<file path="src/rtl/blake2_msg_sched.sv">
`default_nettype none
// +----------------------------------------------------------------------------+
// | blake2_msg_sched: byte stream -> blake2 block loader and digest streamer    |
// | Rev 1.0                                                                    |
// +----------------------------------------------------------------------------+
module blake2_msg_sched #(
  parameter int W    = 32,
  parameter int BB   = 64,
  parameter int LL_W = 64,
  parameter int NN_W = 6
) (
  input  logic                   clk,
  input  logic                   nreset,
  input  logic                   start_i,
  input  logic [NN_W-1:0]        cfg_kk_i,
  input  logic [NN_W-1:0]        cfg_nn_i,
  input  logic                   cfg_empty_i,
  input  logic                   in_valid_i,
  input  logic [7:0]             in_data_i,
  input  logic                   in_last_i,
  output logic                   in_ready_o,
  output logic [NN_W-1:0]        core_kk_o,
  output logic [NN_W-1:0]        core_nn_o,
  output logic [BB-1:0]          core_ll_o,
  output logic                   core_first_o,
  output logic                   core_last_o,
  output logic                   core_slow_o,
  output logic                   core_data_v_o,
  output logic [$clog2(BB)-1:0]  core_idx_o,
  output logic [7:0]             core_data_o,
  input  logic                   core_ready_i,
  input  logic                   core_h_v_i,
  input  logic [7:0]             core_h_i,
  output logic                   out_valid_o,
  output logic [7:0]             out_data_o,
  output logic                   out_last_o,
  output logic                   busy_o
);

  localparam int                  c_idx_w    = $clog2(BB);
  localparam logic [c_idx_w-1:0]  c_last_idx = c_idx_w'(BB - 1);

  typedef enum logic [2:0] {
    S_IDLE      = 3'd0,
    S_LOAD      = 3'd1,
    S_PAD       = 3'd2,
    S_WAIT_BUSY = 3'd3,
    S_WAIT_RDY  = 3'd4,
    S_H_SKIP    = 3'd5,
    S_H_OUT     = 3'd6
  } state_t;

  state_t               r_state;
  state_t               w_state_nxt;
  logic [NN_W-1:0]      r_kk;
  logic [NN_W-1:0]      w_kk_nxt;
  logic [NN_W-1:0]      r_nn;
  logic [NN_W-1:0]      w_nn_nxt;
  logic [c_idx_w-1:0]   r_byte_cnt;
  logic [c_idx_w-1:0]   w_byte_cnt_nxt;
  logic [LL_W-1:0]      r_ll_cnt;
  logic [LL_W-1:0]      w_ll_nxt;
  logic                 r_first;
  logic                 w_first_nxt;
  logic                 r_last;
  logic                 w_last_nxt;
  logic [NN_W-1:0]      r_out_cnt;
  logic [NN_W-1:0]      w_out_cnt_nxt;

  logic                 w_accept;
  logic                 w_pad_beat;
  logic                 w_blk_end;
  logic [c_idx_w-1:0]   w_byte_inc;
  logic [LL_W-1:0]      w_ll_inc;
  logic [LL_W-1:0]      w_ll_now;
  logic                 w_h_phase;
  logic                 w_h_beat;
  logic                 w_h_final;
  logic [NN_W-1:0]      w_nn_cfg;

  assign w_accept   = (r_state == S_LOAD) & in_valid_i & core_ready_i;
  assign w_pad_beat = (r_state == S_PAD) & core_ready_i;
  assign w_blk_end  = (r_byte_cnt == c_last_idx);
  assign w_byte_inc = w_blk_end ? '0 : r_byte_cnt + c_idx_w'(1);

  // Length saturates instead of wrapping; includes the byte being accepted now
  // so the core sees the final total on the last data byte of a full block.
  assign w_ll_inc = (&r_ll_cnt) ? r_ll_cnt : r_ll_cnt + LL_W'(1);
  assign w_ll_now = w_accept ? w_ll_inc : r_ll_cnt;

  // The cycle after the discarded early strobe may already carry digest byte 0,
  // so H_SKIP forwards beats exactly like H_OUT.
  assign w_h_phase = (r_state == S_H_SKIP) | (r_state == S_H_OUT);
  assign w_h_beat  = w_h_phase & core_h_v_i;
  assign w_h_final = w_h_beat & (r_out_cnt == r_nn - NN_W'(1));

  // A zero or oversized digest length would never terminate the output phase.
  assign w_nn_cfg = (cfg_nn_i == '0)         ? NN_W'(1) :
                    (cfg_nn_i > NN_W'(W))    ? NN_W'(W) : cfg_nn_i;

  always_comb begin
    w_state_nxt    = r_state;
    w_kk_nxt       = r_kk;
    w_nn_nxt       = r_nn;
    w_byte_cnt_nxt = r_byte_cnt;
    w_ll_nxt       = r_ll_cnt;
    w_first_nxt    = r_first;
    w_last_nxt     = r_last;
    w_out_cnt_nxt  = r_out_cnt;
    case (r_state)
      S_IDLE: begin
        if (start_i) begin
          w_kk_nxt       = cfg_kk_i;
          w_nn_nxt       = w_nn_cfg;
          w_ll_nxt       = '0;
          w_first_nxt    = 1'b1;
          w_last_nxt     = cfg_empty_i;
          w_byte_cnt_nxt = '0;
          w_out_cnt_nxt  = '0;
          w_state_nxt    = cfg_empty_i ? S_PAD : S_LOAD;
        end
      end
      S_LOAD: begin
        if (w_accept) begin
          w_byte_cnt_nxt = w_byte_inc;
          w_ll_nxt       = w_ll_now;
          if (in_last_i) begin
            w_last_nxt  = 1'b1;
            w_state_nxt = w_blk_end ? S_WAIT_BUSY : S_PAD;
          end else if (w_blk_end) begin
            w_state_nxt = S_WAIT_BUSY;
          end
        end
      end
      S_PAD: begin
        if (w_pad_beat) begin
          w_byte_cnt_nxt = w_byte_inc;
          if (w_blk_end) begin
            w_state_nxt = S_WAIT_BUSY;
          end
        end
      end
      S_WAIT_BUSY: begin
        // Ready dropping means the core has taken the block into compression.
        if (!core_ready_i) begin
          w_first_nxt = 1'b0;
          w_state_nxt = S_WAIT_RDY;
        end
      end
      S_WAIT_RDY: begin
        if (!r_last) begin
          if (core_ready_i) begin
            w_byte_cnt_nxt = '0;
            w_state_nxt    = S_LOAD;
          end
        end else if (core_h_v_i) begin
          w_out_cnt_nxt = '0;
          w_state_nxt   = S_H_SKIP;
        end
      end
      S_H_SKIP, S_H_OUT: begin
        if (w_h_beat) begin
          w_out_cnt_nxt = r_out_cnt + NN_W'(1);
        end
        if (w_h_final) begin
          w_state_nxt = S_IDLE;
        end else if (r_state == S_H_SKIP) begin
          w_state_nxt = S_H_OUT;
        end
      end
      default: begin
        w_state_nxt = S_IDLE;
      end
    endcase
  end

  always_ff @(posedge clk or negedge nreset) begin
    if (!nreset) begin
      r_state <= S_IDLE;
    end else begin
      r_state <= w_state_nxt;
    end
  end

  always_ff @(posedge clk or negedge nreset) begin
    if (!nreset) begin
      r_kk       <= '0;
      r_nn       <= '0;
      r_byte_cnt <= '0;
      r_ll_cnt   <= '0;
      r_first    <= 1'b0;
      r_last     <= 1'b0;
      r_out_cnt  <= '0;
    end else begin
      r_kk       <= w_kk_nxt;
      r_nn       <= w_nn_nxt;
      r_byte_cnt <= w_byte_cnt_nxt;
      r_ll_cnt   <= w_ll_nxt;
      r_first    <= w_first_nxt;
      r_last     <= w_last_nxt;
      r_out_cnt  <= w_out_cnt_nxt;
    end
  end

  assign in_ready_o    = (r_state == S_LOAD) & core_ready_i;
  assign core_kk_o     = r_kk;
  assign core_nn_o     = r_nn;
  assign core_first_o  = r_first;
  // The core keeps the flag value of the final byte, so the last flag may rise
  // on the very byte that carries in_last_i.
  assign core_last_o   = r_last | (w_accept & in_last_i);
  assign core_slow_o   = 1'b0;
  assign core_data_v_o = w_accept | w_pad_beat;
  assign core_idx_o    = r_byte_cnt;
  assign core_data_o   = w_accept ? in_data_i : 8'h00;
  assign out_valid_o   = w_h_beat;
  assign out_data_o    = w_h_beat ? core_h_i : 8'h00;
  assign out_last_o    = w_h_final;
  assign busy_o        = (r_state != S_IDLE);

  generate
    if (BB > LL_W) begin : g_ll_zext
      assign core_ll_o = {{(BB - LL_W){1'b0}}, w_ll_now};
    end else if (BB == LL_W) begin : g_ll_same
      assign core_ll_o = w_ll_now;
    end else begin : g_ll_trunc
      assign core_ll_o = w_ll_now[BB-1:0];
    end
  endgenerate

endmodule
`default_nettype wire

</file>
<file path="config.mk">
export PLATFORM = sky130hd
export DESIGN_NAME = blake2_msg_sched
export DESIGN_NICKNAME = d
export VERILOG_FILES = /design/src/rtl/blake2_msg_sched.sv
export SDC_FILE = /design/constraint.sdc
export NUM_CORES = 1
export LEC_CHECK = 0
export ABC_AREA = 1
export BUFFER_PORTS_ARGS = -buffer_cell sky130_fd_sc_hd__buf_4
export CAP_MARGIN = 20
export CORE_MARGIN = 5
export CORE_UTILIZATION = 38
export CTS_CLUSTER_SIZE = 30
export DETAILED_ROUTE_END_ITERATION = 8
export GPL_TIMING_DRIVEN = 1
export MAX_ROUTING_LAYER = met4
export PLACE_DENSITY = 0.67
export SLEW_MARGIN = 20
export SYNTH_ARGS = -nofsm -noshare
export SYNTH_HDL_FRONTEND = slang
export SYNTH_SLANG_ARGS = --single-unit
export TNS_END_PERCENT = 100
</file>
<file path="constraint.sdc">
create_clock -name clk -period 4.8 [get_ports clk]
set_input_delay 0.48 -clock clk [delete_from_list [all_inputs] [get_ports clk]]
set_output_delay 0.48 -clock clk [all_outputs]
set_load 0.05 [all_outputs]
</file>
# Word level (Yosys, flattened, before mapping)
# Cells that the tools add are included.
# Widths: inputs -> output; s select.
[classes]
n_addsub = 4
multipliers = 0
n_div = 0
n_lt_le_gt_ge = 1
n_eq_ne = 21
n_shift = 0
mux = 41
bitwise_logic = 10
n_reduce_logical = 16
[ops]
columns = ["operator", "n"]
rows = [
  ["$mux 64", 4],
  ["$pmux 64 s2", 1],
  ["$mux 6", 11],
  ["$add 64x1->64 const B", 1],
  ["$reduce_and 64->1", 1],
  ["$mux 3", 11],
  ["$pmux 6 s4", 1],
  ["$ne 2x2->1 const B", 10],
  ["$pmux 3 s6", 1],
  ["$pmux 6 s3", 1],
  ["$mux 8", 2],
  ["$add 6x1->6 const B", 2],
  ["$eq 3x3->1 const B", 3],
  ["$ne 3x3->1 const B", 3],
  ["$and 1x1->1", 7],
  ["$reduce_and 7->1", 1],
  ["$eq 3x2->1 const B", 2],
  ["$eq 6x6->1", 1],
  ["$eq 6x6->1 const B", 1],
  ["$gt 6x6->1 const B", 1],
  ["$logic_not 6->1", 1],
  ["$mux 1", 6],
  ["$reduce_and 3->1", 2],
  ["$reduce_and 6->1", 1],
  ["other kinds (13)", 18],
]
[totals]
regBits = 93
latchBits = 0
ramBits = 0
mem_bits_ro = 0
in_bits = 36
output_inout_bits = 106
wordCells = 101
memories = 0

# Logic depth before layout (Yosys ltp)
# Gate-level depths: netlist of the first run.
[logic_depth]
word_depth = 6
ltp_mapped = 14
ltp_nobuf = 13

# Least setup slack after synthesis of the first run
# OpenSTA, ideal clock, no wires.
[synth_path]
path_kind = "reg-to-output"
startpoint = "reg r_ll_cnt[0]"
endpoint = "out core_ll_o[63]"
t_arrival_ns = 2.462
required_time_ns = 4.320
setup_slack_ns = 1.858
path_stages_with_launch = 11
path_buffers = 3
path_cell_list = "dfrtp_1 > ha_1 > buf_2 > inv_2 > nor2_4 > nand2_2 > nor2_4 > nand4_4 > buf_6 > buf_6 > a31oi_1"
[synth_via]
elab_chain_len = 3
word_cells_on_any_way = 4
classes_between = "1 x add/sub; 2 x mux; 1 x reduce/logical"
[synth_rtl]
columns = ["element", "line_no", "text"]
rows = [
  ["start: declaration", "61", "logic [LL_W-1:0] r_ll_cnt;"],
  ["start signal: assignment", "198", "r_ll_cnt <= w_ll_nxt;"],
  ["$add 64x1->64 or $reduce_and 64->1 (tied branches)", "88", "assign w_ll_inc = (&r_ll_cnt) ? r_ll_cnt : r_ll_cnt + LL_W'(1);"],
  ["$mux 64 *", "88", ""],
  ["$mux 64 *", "89", "assign w_ll_now = w_accept ? w_ll_inc : r_ll_cnt;"],
  ["end: declaration", "24", "output logic [BB-1:0] core_ll_o,"],
]
# Every way passes the cells marked *; elsewhere a longest branch is shown, timed or not.

# Final worst setup path of the first run
[layout_path]
startpoint = "reg r_ll_cnt[0]"
endpoint = "out core_ll_o[6]"
# The elaborated chain is that of the path after synthesis.

==> results of run 1 <==
==> layout by cell type, fill, tap and decap left out, types with 9 or more instances in the layout <==
| cell | netlist | routed |
|---|---|---|
| inv_2 | 9 | 9 |
| dfrtp_1 | 93 | 93 |
| nor2_1 | 176 | 176 |
| o21a_1 | 19 | 19 |
| o2bb2ai_1 | 15 | 15 |
| buf_4 | 2 | 144 |
| nand2_1 | 453 | 453 |
| xor2_1 | 29 | 29 |
| nand3_1 | 81 | 81 |
| o21ai_0 | 92 | 92 |
| nand4_1 | 16 | 16 |
| a21oi_1 | 12 | 12 |
| a31oi_1 | 11 | 11 |
| clkbuf_16 | 0 | 9 |
| nor2_2 | 11 | 11 |
| inv_1 | 158 | 158 |
==> worst min-delay path by stage <==
stage	start	end	slack, ns	cells past startpoint
2_1_floorplan	nreset	core_first_o	0.18	0
3_3_place_gp	core_kk_o[2]	core_kk_o[2]	0.45	2
3_5_place_dp	core_kk_o[4]	core_kk_o[4]	0.46	2
4_1_cts	nreset	r_ll_cnt[9]	0.16	1
5_1_grt	nreset	r_ll_cnt[4]	0.19	1
6_report	nreset	r_ll_cnt[6]	0.14	1
==> metrics by stage <==
stage	power [mW]	util	instance area, sq um	setup WS, ns	hold WS, ns
after floorplan	2.18	-	7620	1.86	0.184
after global placement	2.64	0.451	8840	1.53	0.455
after detailed placement	2.65	0.451	8840	1.51	0.463
after CTS	3.41	0.467	9140	1.11	0.160
after global routing	3.60	0.467	9140	0.761	0.188
final	3.37	0.467	9140	1.10	0.141
==> final cells by class <==
class                   instances  area [sq um]
clock inverters                 3          46.3
clock buffers                  11           253
multi-input cells             963          4430
well taps                     265           332
flip-flops and latches         93          2330
fillers                      2085         10400
inverters                     170           638
repair buffers                146          1110
==> sequential cells by signal, summed over array words and instances, names as in the netlist <==
name and cells:
r_state 3, r_last 1, core_idx_o 6, core_kk_o 6
core_first_o 1, r_ll_cnt 64, core_nn_o 6, r_out_cnt 6
==> where the power goes <==
part | switching [mW] | leakage [nW] | internal, mW
Sequential | 0.0859 | 1.27 | 0.871
Combinational | 1.21 | 3.42 | 0.454
Clock | 0.323 | 0.144 | 0.428
==> layer usage <==
| metal | routed length (um) | share of wire | up-vias | GRT usage |
|---|---|---|---|---|
| met1 | 10900 | 0.44 | 3811 | 0.292 |
| li1 | - | - | 4199 | - |
| met3 | 1630 | 0.066 | 38 | 0.0479 |
| met4 | 728 | 0.030 | 0 | 0.0732 |
| met5 | 0 | 0 | - | - |
| met2 | 11400 | 0.46 | 281 | 0.356 |
==> cell families (layout without fill, tap and decap cells) <==
logic type,count (synthesis),in the layout,share of synthesized area
simple gates,761,761,0.411
buf+inv,209,330,0.113
compound gates,163,163,0.125
flops,93,93,0.306
xor+xnor,34,34,0.0391
fa+ha+maj,4,4,0.00657
other cells,1,1,0.000492
==> worst max-delay path, stage by stage, from the launching register on <==
cell	delay, ns
dfrtp_1	0.48
ha_1	0.36
inv_2	0.10
nor2_4	0.17
nand2_2	0.11
nor2_4	0.20
nand4_4	0.40
buf_4	0.46
o21ai_0	0.18
o21ai_0	0.11
inv_1	0.08
buf_4	0.19
==> metrics.txt, run 1 <==
Synth Register Bits a little over 90; Num CTS Buffers 9; CORE AREA a little under 0.02 sq mm; r2r setup slk roughly 2.1 ns; largest net degree at the start of global routing 120; worst reg2reg path startpoint r_ll_cnt[0]; CP Data Required Time 4.32 ns; number of global-route vias before repair about 8000; # Max-Cap Violations 0; postcts setup bufs 0; Yosys top cell area share 0.306; root buf cell clkbuf_16; Total Routing Usage GR 0.226; CTS H-tree depth 3; WL per Instance about 15 um; synthesized area about 0.0076 sq mm; Residual DRC 0; Longest Clk Path Bufs 2; global route total overflow 0; RSZ-0062 raised after global routing false; worst slew pin tran between 0.8 and 0.9 ns; antenna violations before repair 0; Peak VDD IR around 0.37 mV; Worst EP arrival between 3 and 4 ns; nets@finish ~1400; Slew Limit Fails 0; final critical-path required period 3.70 ns; worst setup path end core_ll_o[6]; clock net sink count 93; DIE WIDTH 152 um; IO Port Bufs 140; Ports around 140; Max Fclk ~0.27 GHz; PD cells roughly 370 mW/mm^2; Startpoint Class flip-flop; worst rel slew slack 0.454; first-pass GRT wire length 39500 um; Main synth FF type dfrtp_1; worst-case reg-to-reg path depth 10; EDFF count, synth 0; final WL about 25000 um; Final Skew about 0.012 ns; DP HPWL 19200 um; post-route insts no fill roughly 1700; die area roughly 0.023 sq mm; post-synthesis sequential area ratio 0.306; syn_area_per_cell about 6 sq um; largest area contributor in the netlist dfrtp_1; number of routed nets with antenna violations 0; CP Max Fanout 50; Setup crit end kind output port; setup violators final 0; cts hold-fix bufs 0; Tcrit/Tclk final 0.770; Std-Cell Rows between 50 and 60; Synth warnings 0; setup TNS 0 ns; type of the worst setup path flip-flop to output port; CTS tree done; Die Y around 150 um; vias post-DR ~8300; Critical R2R Capture r_ll_cnt[38]; syn nets around 1300; latest clock arrival within the worst-skew pair 0.36 ns; GP Congestion about 1; Post-synth top cells nand2_1 (453), nor2_1 (176), inv_1 (158); DRT Pass-1 Iters 5; Cells after DPL ~1600; most frequent cell after synthesis nand2_1; vias per inst roughly 5.0; synth top area cells dfrtp_1 (31%), nand2_1 (22%), nor2_1 (8.7%); Starting Density 0.389; diode count 0; Clock Pin Slew Worst Setup and Hold Paths ~0.070 ns; DRT iter0 DRCs roughly 600; Netlist cell types 37; asr flop ratio synth 1.00; Resized cells post-CTS 0; Final Hold Fails 0; Lkg Pwr roughly 4.8 nW; beginning of the critical path r_ll_cnt[0]; outcome finished, final reports clean; worst min-delay path category input pin to async pin; Post-Syn Instances 1265; layout cells sized above 1 0.140; area delta synth->final 20.0%
(Power assumes the default switching activity.)
==> inputs of run 2 (changes only) <==
--- a/config.mk
+++ b/config.mk
@@ -5,7 +5,7 @@
 export SDC_FILE = /design/constraint.sdc
 export NUM_CORES = 1
 export LEC_CHECK = 0
-export ABC_AREA = 1
+export ABC_AREA = 0
 export BUFFER_PORTS_ARGS = -buffer_cell sky130_fd_sc_hd__buf_4
 export CAP_MARGIN = 20
 export CORE_MARGIN = 5
@@ -14,7 +14,7 @@
 export DETAILED_ROUTE_END_ITERATION = 8
 export GPL_TIMING_DRIVEN = 1
 export MAX_ROUTING_LAYER = met4
-export PLACE_DENSITY = 0.67
+export PLACE_DENSITY = 0.68
 export SLEW_MARGIN = 20
 export SYNTH_ARGS = -nofsm -noshare
 export SYNTH_HDL_FRONTEND = slang
==> constraint.sdc (replaced) <==
create_clock -name clk -period 3.78 [get_ports clk]
set_input_delay 0.378 -clock clk [delete_from_list [all_inputs] [get_ports clk]]
set_output_delay 0.378 -clock clk [all_outputs]
set_load 0.05 [all_outputs]
==> run 2 against run 1 <==
  * Clock power grew 33%
  * Setup slack lost 0.91 ns
  * Non-clock buffer count grew 20
  * Clock skew shrank 0.0020 ns
  * First-iteration DRC count shrank 29%
  * Sequential power grew 29%
  * Critical path depth shrank 4
  * Critical endpoint is now core_ll_o[48]
==> metrics.txt, run 2 <==
Synth Area in Adders 0.00757; Post-Synth XOR/XNOR Area 0.0900; worst reg2reg path startpoint r_ll_cnt[45]; Multi-input gate area about 0.004 sq mm; syn_area_per_cell about 8.5 sq um; Final WS setup 0.196 ns; DRT iter0 DRCs approximately 440; Top reg by flops r_ll_cnt; Clock Pin Slew Worst Setup and Hold Paths around 0.070 ns; Residual DRC 0; asr flop ratio synth 1.00; postcts setup bufs 0; Post-Syn Instances 780; CORE AREA about 0.017 sq mm; worst min-delay path category input pin to flip-flop; latest clock arrival within the worst-skew pair 0.36 ns; most frequent cells in the layout buf_4 (163), nand2_1 (100), dfrtp_1 (93); GP Congestion approximately 0.85; sw power between 1.5 and 2 mW; Total Routing Usage GR 0.201; dpl ws 0.530 ns; multiplexer share of the synthesized area 0.0369; hold wc startpoint cfg_nn_i[5]; Synth Register Bits between 90 and 100; synthesized area 0.00662 sq mm; vias post-DR 6391; Peak VDD IR between 0.5 and 0.6 mV; Post-synth top cells nand2_1 (100), dfrtp_1 (93), o21ai_0 (48); Critical R2R Capture r_ll_cnt[28]; CTS H-tree depth 3; setup violators final 0; r2r setup slk 1.04 ns; number of flip-flops in the largest register 64; Std-Cell Rows 48; main combinational cell family by area after synthesis simple AND/OR/NAND/NOR gates; most frequent cell after synthesis nand2_1; Final Skew roughly 0.0098 ns; antenna violations before repair 0; die area 0.0201 sq mm; sw frac 0.422; Tcrit/Tclk final 0.948; vias per inst 5.59; Startpoint Class flip-flop; Netlist cell types between 70 and 80; worst hold endpoint core_nn_o[0]; DP HPWL approximately 14000 um; outcome finished, final reports clean; first-pass GRT wire length approximately 32000 um; Starting Density 0.385; Comb power frac 0.423; post-synthesis simple-gate area fraction 0.278; clock power share 0.259; diode count 0; CTS tree done; Final Hold Fails 0; area delta synth->final 25.4%; Ports 142; Worst EP arrival around 3.2 ns; hold path depth 2; post-synthesis sequential area ratio 0.352; WL per Instance 17.3 um; Lkg Pwr around 3.7 nW; Int Power 2.24 mW; Setup crit end kind output port; commonest non-fill, non-tap cell in the layout buf_4; synth top area cells dfrtp_1 (35%), nand2_1 (5.7%), xnor2_1 (5.4%); # Max-Cap Violations 0; DIE WIDTH between 100 and 150 um; CP Data Required Time 3.40 ns; final critical-path required period between 3 and 4 ns; syn nets 820; worst rel slew slack 0.262; worst slew pin tran between 1 and 1.5 ns; final WL 19800 um; root buf cell clkbuf_16; hold slack roughly 0.24 ns; Main synth FF type dfrtp_1; CP Max Fanout 16; largest net degree at the start of global routing between 40 and 50; Synth warnings 0; post-synthesis compound-gate area fraction 0.190; clock net sink count a little over 90; largest area contributor in the netlist dfrtp_1; layout cells sized above 1 0.241; Reg power frac 0.318; Slew Limit Fails 0; Yosys top cell area share 0.352; Storage cell area between 0.002 and 0.0025 sq mm; type of the worst setup path flip-flop to output port; Max Fclk around 0.28 GHz; number of routed nets with antenna violations 0; setup TNS 0 ns; worst-case reg-to-reg path depth 7; global route total overflow 0; nets@finish 953; DRT Pass-1 Iters 5; Final Util 0.483; EDFF count, synth 0; Num CTS Buffers 9; RSZ-0062 raised after global routing false; Longest Clk Path Bufs 2; Die Y between 100 and 150 um; PD cells 468 mW/mm^2; IO Port Bufs 140; Fill cells between 1500 and 2000; number of global-route vias before repair ~6000
run 2: cell types whose count changed after synthesis, moves of 33 or more:
cell     delta
a21oi_1    +33
nand3_1    -48
nor2_1    -134
xnor2_1    +36
o21ai_0    -44
inv_1     -144
nand2_1   -353
run 2: worst max-delay path by stage:
stage,slack (ns),endpoint,from,cells after the start
final,0.20,core_ll_o[48],r_ll_cnt[58],7
after floorplan,0.04,out_last_o,core_nn_o[0],4
after CTS,0.13,core_ll_o[48],r_ll_cnt[37],7
after global routing,0.04,core_ll_o[48],r_ll_cnt[37],7
after detailed placement,0.53,core_ll_o[48],r_ll_cnt[37],7
after global placement,0.56,core_ll_o[48],r_ll_cnt[37],7
run 2: what timing repair did:
item,CTS,global route
resized for setup,0,3
endpoints found under the setup margin,0,3
hold endpoints to repair,27,0
hold buffers,1,0
run 2: cell families after synthesis:
kind of cell	count (synthesis)
adder cells (fa/ha/maj)	4
AO/OA/AOI/OAI	195
multiplexers	23
buffers and inverters	59
flip-flops	93
AND/OR/NAND/NOR	337
XOR/XNOR	68
other	1
run 2: layout make-up:
cell class | instances | area share
repair buffers | 166 | 0.154
clock inverters | 7 | 0.0119
clock buffers | 9 | 0.0272
inverters | 15 | 0.00679
flip-flops and latches | 93 | 0.281
multi-input cells | 628 | 0.486
well taps | 225 | 0.0339
run 2: stage by stage:
| step | total power, mW | std cells | cell area (sq um) |
|---|---|---|---|
| after floorplan | 2.40 | 780 | 6620 |
| after global placement | 2.87 | 1126 | 7940 |
| after detailed placement | 2.89 | 1126 | 7940 |
| after CTS | 3.91 | 1143 | 8270 |
| after global routing | 4.09 | 1143 | 8290 |
| final | 3.88 | 1143 | 8290 |
run 2: power by group through the flow:
| stage | Clock, mW | Combinational (mW) | Sequential (mW) |
|---|---|---|---|
| floorplan | 0 | 0.937 | 1.46 |
| detailed placement | 0 | 1.64 | 1.25 |
| global placement | 0 | 1.63 | 1.25 |
| global route | 1.08 | 1.76 | 1.25 |
| finish | 1.00 | 1.64 | 1.23 |
| CTS | 1.03 | 1.65 | 1.23 |
run 2: worst max-delay path: stages, from the launching register on:
cell     delay, ns
dfrtp_1       0.43
nand4_1       0.19
or3_2         0.59
or4b_4        0.61
nor2_4        0.38
nor3_1        0.14
xor2_1        0.26
buf_4         0.25
run 2: metal layers:
layer	part of all wire	wire (um)	vias to the layer above	track usage
met2	0.48	9430	173	0.320
li1	-	-	3112	-
met1	0.47	9230	3090	0.272
met5	0	0	-	-
met4	0.010	206	0	0.0460
met3	0.048	960	16	0.0319
